**config.mk**
```make
export PLATFORM = sky130hd
export DESIGN_NAME = round_controller
export DESIGN_NICKNAME = d
export VERILOG_FILES = /design/src/rtl/round_controller.sv
export SDC_FILE = /design/constraint.sdc
export NUM_CORES = 1
export LEC_CHECK = 0
export CAP_MARGIN = 20
export CORE_ASPECT_RATIO = 1.75
export CORE_UTILIZATION = 57
export CTS_CLUSTER_SIZE = 20
export DETAILED_ROUTE_END_ITERATION = 16
export PLACE_DENSITY = 0.78
export SYNTH_ARGS = -nofsm -noshare
export SYNTH_HDL_FRONTEND = slang
export SYNTH_SLANG_ARGS = --single-unit
```
**constraint.sdc**
```tcl
create_clock -name clk -period 3.1 [get_ports clk]
set_input_delay 0.775 -clock clk [delete_from_list [all_inputs] [get_ports clk]]
set_output_delay 0.775 -clock clk [all_outputs]
set_load 0.01 [all_outputs]
```
**src/rtl/round_controller.sv**
```systemverilog
// Round sequencer for the guessing game: picks LFSR targets per level, runs the
// per-level countdown, synchronises the confirm button and grades each guess.
module round_controller #(
    parameter int unsigned TICKS_PER_SEC = 50_000_000,
    parameter int unsigned TIMER_STEP    = 30,
    parameter logic [15:0] LFSR_SEED     = 16'hACE1,
    parameter int unsigned ROUNDS_TO_WIN = 5
) (
    input  logic       clk,
    input  logic       restart,
    input  logic       confirmButton,
    input  logic [9:0] guess,
    input  logic [1:0] Max_digit,
    input  logic [1:0] WINorLOSE,
    output logic [2:0] round,
    output logic [2:0] incorrect_guesses,
    output logic [6:0] timer,
    output logic [9:0] target,
    output logic [1:0] guess_result,
    output logic       confirm_pulse
);

    localparam int unsigned     PW         = (TICKS_PER_SEC > 2) ? $clog2(TICKS_PER_SEC) : 1;
    localparam logic [PW-1:0]   PRESC_LAST = PW'(TICKS_PER_SEC - 1);
    localparam logic [2:0]      ROUND_MAX  = 3'(ROUNDS_TO_WIN);
    localparam logic [6:0]      TIMER_INIT = 7'(TIMER_STEP);

    typedef enum logic [1:0] {
        ST_PICK  = 2'd0,
        ST_PLAY  = 2'd1,
        ST_CHECK = 2'd2,
        ST_HALT  = 2'd3
    } state_t;

    state_t        state_q, state_d;
    logic [2:0]    round_q, round_d;
    logic [2:0]    incorrect_q, incorrect_d;
    logic [6:0]    timer_q, timer_d;
    logic [9:0]    target_q, target_d;
    logic [1:0]    result_q, result_d;
    logic          pulse_q, pulse_d;
    logic [15:0]   lfsr_q, lfsr_d;
    logic [1:0]    prev_digit_q, prev_digit_d;
    logic [PW-1:0] presc_q, presc_d;
    logic [9:0]    latched_q, latched_d;
    logic          sync1_q, sync2_q, edge_q;

    logic          lfsr_fb;
    logic          halt_now;
    logic [9:0]    sample;
    logic [9:0]    sample_lim;
    logic [6:0]    level_load;

    assign lfsr_fb    = lfsr_q[15] ^ lfsr_q[13] ^ lfsr_q[12] ^ lfsr_q[10];
    assign halt_now   = (state_q == ST_HALT) || (WINorLOSE != 2'b11) || (Max_digit == 2'd0);
    assign level_load = 7'(TIMER_STEP * Max_digit);

    // Target field width follows the digit count of the active level.
    always_comb begin
        sample     = lfsr_q[9:0];
        sample_lim = 10'd1000;
        case (prev_digit_q)
            2'd1: begin
                sample     = {6'd0, lfsr_q[3:0]};
                sample_lim = 10'd10;
            end
            2'd2: begin
                sample     = {3'd0, lfsr_q[6:0]};
                sample_lim = 10'd100;
            end
            default: begin
                sample     = lfsr_q[9:0];
                sample_lim = 10'd1000;
            end
        endcase
    end

    always_comb begin
        state_d      = state_q;
        round_d      = round_q;
        incorrect_d  = incorrect_q;
        timer_d      = timer_q;
        target_d     = target_q;
        result_d     = result_q;
        prev_digit_d = prev_digit_q;
        presc_d      = presc_q;
        latched_d    = latched_q;
        lfsr_d       = {lfsr_q[14:0], lfsr_fb};
        pulse_d      = sync2_q & ~edge_q;

        if (halt_now) begin
            state_d = ST_HALT;
            pulse_d = pulse_q;
        end else if (Max_digit != prev_digit_q) begin
            prev_digit_d = Max_digit;
            round_d      = 3'd0;
            incorrect_d  = 3'd0;
            timer_d      = level_load;
            presc_d      = '0;
            result_d     = 2'b00;
            state_d      = ST_PICK;
        end else begin
            case (state_q)
                ST_PICK: begin
                    if (sample < sample_lim) begin
                        target_d = sample;
                        result_d = 2'b00;
                        state_d  = ST_PLAY;
                    end
                end
                ST_PLAY: begin
                    if (presc_q == PRESC_LAST) begin
                        presc_d = '0;
                        if (timer_q != 7'd0) begin
                            timer_d = timer_q - 7'd1;
                        end
                    end else begin
                        presc_d = presc_q + PW'(1);
                    end
                    if (pulse_q) begin
                        latched_d = guess;
                        state_d   = ST_CHECK;
                    end
                end
                ST_CHECK: begin
                    if (latched_q == target_q) begin
                        if (round_q < ROUND_MAX) begin
                            round_d = round_q + 3'd1;
                        end
                        result_d = 2'b11;
                        state_d  = ST_PICK;
                    end else begin
                        if (incorrect_q != 3'd7) begin
                            incorrect_d = incorrect_q + 3'd1;
                        end
                        result_d = (latched_q > target_q) ? 2'b01 : 2'b10;
                        state_d  = ST_PLAY;
                    end
                end
                default: begin
                    state_d = ST_HALT;
                end
            endcase
        end
    end

    always_ff @(posedge clk) begin
        if (restart) begin
            state_q      <= ST_PICK;
            round_q      <= 3'd0;
            incorrect_q  <= 3'd0;
            timer_q      <= TIMER_INIT;
            target_q     <= 10'd0;
            result_q     <= 2'b00;
            pulse_q      <= 1'b0;
            lfsr_q       <= LFSR_SEED;
            prev_digit_q <= 2'd1;
            presc_q      <= '0;
            latched_q    <= 10'd0;
            sync1_q      <= 1'b0;
            sync2_q      <= 1'b0;
            edge_q       <= 1'b0;
        end else begin
            state_q      <= state_d;
            round_q      <= round_d;
            incorrect_q  <= incorrect_d;
            timer_q      <= timer_d;
            target_q     <= target_d;
            result_q     <= result_d;
            pulse_q      <= pulse_d;
            lfsr_q       <= lfsr_d;
            prev_digit_q <= prev_digit_d;
            presc_q      <= presc_d;
            latched_q    <= latched_d;
            sync1_q      <= confirmButton;
            sync2_q      <= sync1_q;
            edge_q       <= sync2_q;
        end
    end

    assign round             = round_q;
    assign incorrect_guesses = incorrect_q;
    assign timer             = timer_q;
    assign target            = target_q;
    assign guess_result      = result_q;
    assign confirm_pulse     = pulse_q;

endmodule
```
==> flow_metrics.tcl <==
set metrics [dict create \
    netlist_area_um2 4240 \
    placement.io_buffers 42 \
    worstPathArrival_ps 2990 \
    cts_tree "done" \
    ys.warnings.count 0 \
    drive_gt1_share_pct 12.0 \
    cts-root-buf "clkbuf_16" \
    clkPwrFrac_pct 43.5 \
    critical_path.max_stage_delay_ps 400 \
    seqCellArea_um2 1700 \
    synth_nets 516 \
    pwr-share-seq_pct 48.0 \
    gr-total-overflow 0 \
    cts_sinks 85 \
    first_pass_iters 4 \
    combPwrFrac_pct 8.6 \
    endpoint_kind "register" \
    crit_slowest_cell "o311ai_2" \
    synth_edf_count 0 \
    clkTransAtPathRegs_ps 70 \
    cp_max_fo 13 \
    cp_cell_sequence "inv_1 > ha_1 > o21a_1 > ha_1 > o21a_1 > o311ai_2 > and4_1 > buf_12 > mux2i_1 > nor2_1" \
    diodes 0 \
    vias 3601 \
    dominantRegCellSynth "dfxtp_1" \
    hold_slack_ps 427 \
    die_w_um 67.2 \
    switching_share_pct 25.5 \
    path_depth 10 \
    tightestPinTransition_ps 762 \
    synth.top_cell.area_share_pct 40.1 \
    crit_family "compound AO/OA/AOI/OAI gates" \
    synth_cells 473 \
    finClkSkew_ps 6.12 \
    multiInputGateArea_um2 2360 \
    net-switching-power_w 0.000606 \
    intPower_w 0.00177 \
    critPathBufInv 2 \
    rsz0062_at_grt "no" \
    maxSlewHeadroom_pct 49.2 \
    place_hpwl_um 7250 \
    syn_to_final_growth_pct 20.4 \
    std_cell_rows 41 \
    route.detailed.drc 0 \
    fin_setup_tns_ps 0 \
    max_cap_violations 0 \
    period_share_pct 89.0 \
    grt_pass1_wl_um 15500 \
    hp-class "register to register" \
    cts_buffers 9 \
    hold_path_depth 1 \
    power_density_nw_per_um2 465 \
    vias_per_cell 5.87 \
    fmax_ghz 0.363 \
    peakVddDrop_uv 464 \
    num-fill-cells 578 \
    status "finished, final reports clean" \
    seq_area_frac_synth_pct 40.1 \
    critPathKind "register to register" \
    ys_types 69 \
    drtIter0Drc 235 \
    dieArea_um2 7810 \
    synth_seq_cells 85 \
    insertion_delay_ps 340 \
    ant_nets 0 \
    drv_slew 0 \
    startpoint_type "register" \
    grt_pass1_vias 3535 \
    drt_wl_total_um 9690 \
    min_period_ps 2760 \
    postCtsHoldBufs 0 \
    gp_congestion 0.893 \
    antenna_found_initial 0 \
    finalSetupViolations 0 \
    syn_avg_cell_area_um2 8.97 \
    top_level_ports 43 \
    cts_resized 0 \
    post_cts_buffers 0 \
    r2r_cells 10 \
    synth_area_leader_cell "dfxtp_1" \
    core_um2 7180 \
    synth.area.top_cells "dfxtp_1 (40%), ha_1 (7.7%), nor2_1 (4.8%)" \
    cts_buffer_depth 2 \
    start_util_pct 59.1 \
    worstPathRequired_ps 3330 \
    grt_max_degree 41 \
    grtUsageTotal_pct 26.2 \
    async_flop_share_pct 0 \
    leakage_nw 1.99 \
    wire_per_inst_um 15.8 \
    htree_levels 3 \
    fin_nets 565 \
    hold_viol 0 \
    die_h_um 116 \
]
-- worst paths after layout --
path / startpoint / endpoint / slack (ps)
max: prev_digit_q[0] / target[4] / 340
min: lfsr_q[14] / lfsr_q[15] / 430
max reg2reg: prev_digit_q[0] / target[4] / 340
min reg2reg: lfsr_q[14] / lfsr_q[15] / 430
-- layout by cell type (no fill, tap or decap), drive strengths merged, types with 6 or more instances in the layout --
cell type      Yosys  layout
a21oi             32      32
buf                8      19
clkbuf            14       9
clkdlybuf4s50      0      41
dfxtp             85      85
ha                26      26
inv               21      26
mux2i             18      18
nand2             23      23
nand3             16      16
nand4             13      13
nand4b             6       6
nor2              54      54
nor2b             15      15
nor3              12      12
o21a               6       6
o21ai             12      12
or2                8       8
or3               11      11
xor2              13      13
-- power by group through the flow --
stage | clock network (W) | logic [W] | registers, W
after CTS | 0.00105 | 0.000204 | 0.00114
after floorplan | 0 | 0.000133 | 0.00116
final | 0.00103 | 0.000204 | 0.00114
after detailed placement | 0 | 0.000202 | 0.00117
after global placement | 0 | 0.000198 | 0.00116
after global routing | 0.00109 | 0.000224 | 0.00114
-- cell usage after synthesis, types with 12 or more instances --
library cell and number:
clkbuf_1 14, mux2i_1 18, nor2_1 54, nor2b_1 15
dfxtp_1 85, nand3_1 15, xor2_1 13, nand2_1 23
a21oi_1 32, inv_1 21, nand4_1 12, ha_1 26
nor3_1 12
-- per-layer routing --
metal	up-vias	routed length (µm)	GRT usage (%)
met5	-	0	0
met2	80	5440	49.2
met1	1707	3640	25.6
met4	0	278	14.2
li1	1788	-	-
met3	26	339	5.18
-- sequential cells by signal (all words and copies together) (netlist names), 3 cells and up --
name	count
lfsr_q	16
timer	7
round	3
target	10
presc_q	26
incorrect_guesses	3
latched_q	10
-- worst reg2reg max path, delay by kind of cell, from the launching register on --
family	cells	cell delay (ps)
buffers and inverters	2	250
and+or+nand+nor	2	360
DFF	1	370
AOI/OAI and AO/OA	3	770
muxes	1	200
adders and majority gates	2	700
-- cell type report --
type	instances	area share [%]
well taps	86	2.11
inverters	21	1.54
repair buffers	60	11.3
clock inverters	7	1.22
multi-input cells	345	46.1
clock buffers	9	4.41
flip-flops and latches	85	33.3
-- cells by family after synthesis --
family	synth area share, %
AND/OR/NAND/NOR	25.1
AO/OA/AOI/OAI	14.9
flip-flops	40.1
buffers and inverters	4.36
adder cells (fa/ha/maj)	7.67
XOR/XNOR	3.71
multiplexers	4.25
-- per-stage QoR --
stage	cell area, µm²	setup WS, ps	utilization [%]	total power, W	instances
final	5110	342	71.1	0.00238	613
after global routing	5110	155	71.1	0.00246	613
after CTS	5110	349	71.1	0.00240	613
after detailed placement	4820	65.4	67.1	0.00137	597
after global placement	4820	97.9	67.1	0.00136	597
after floorplan	4240	530	-	0.00129	473
Power figures use the tool's default switching activity.
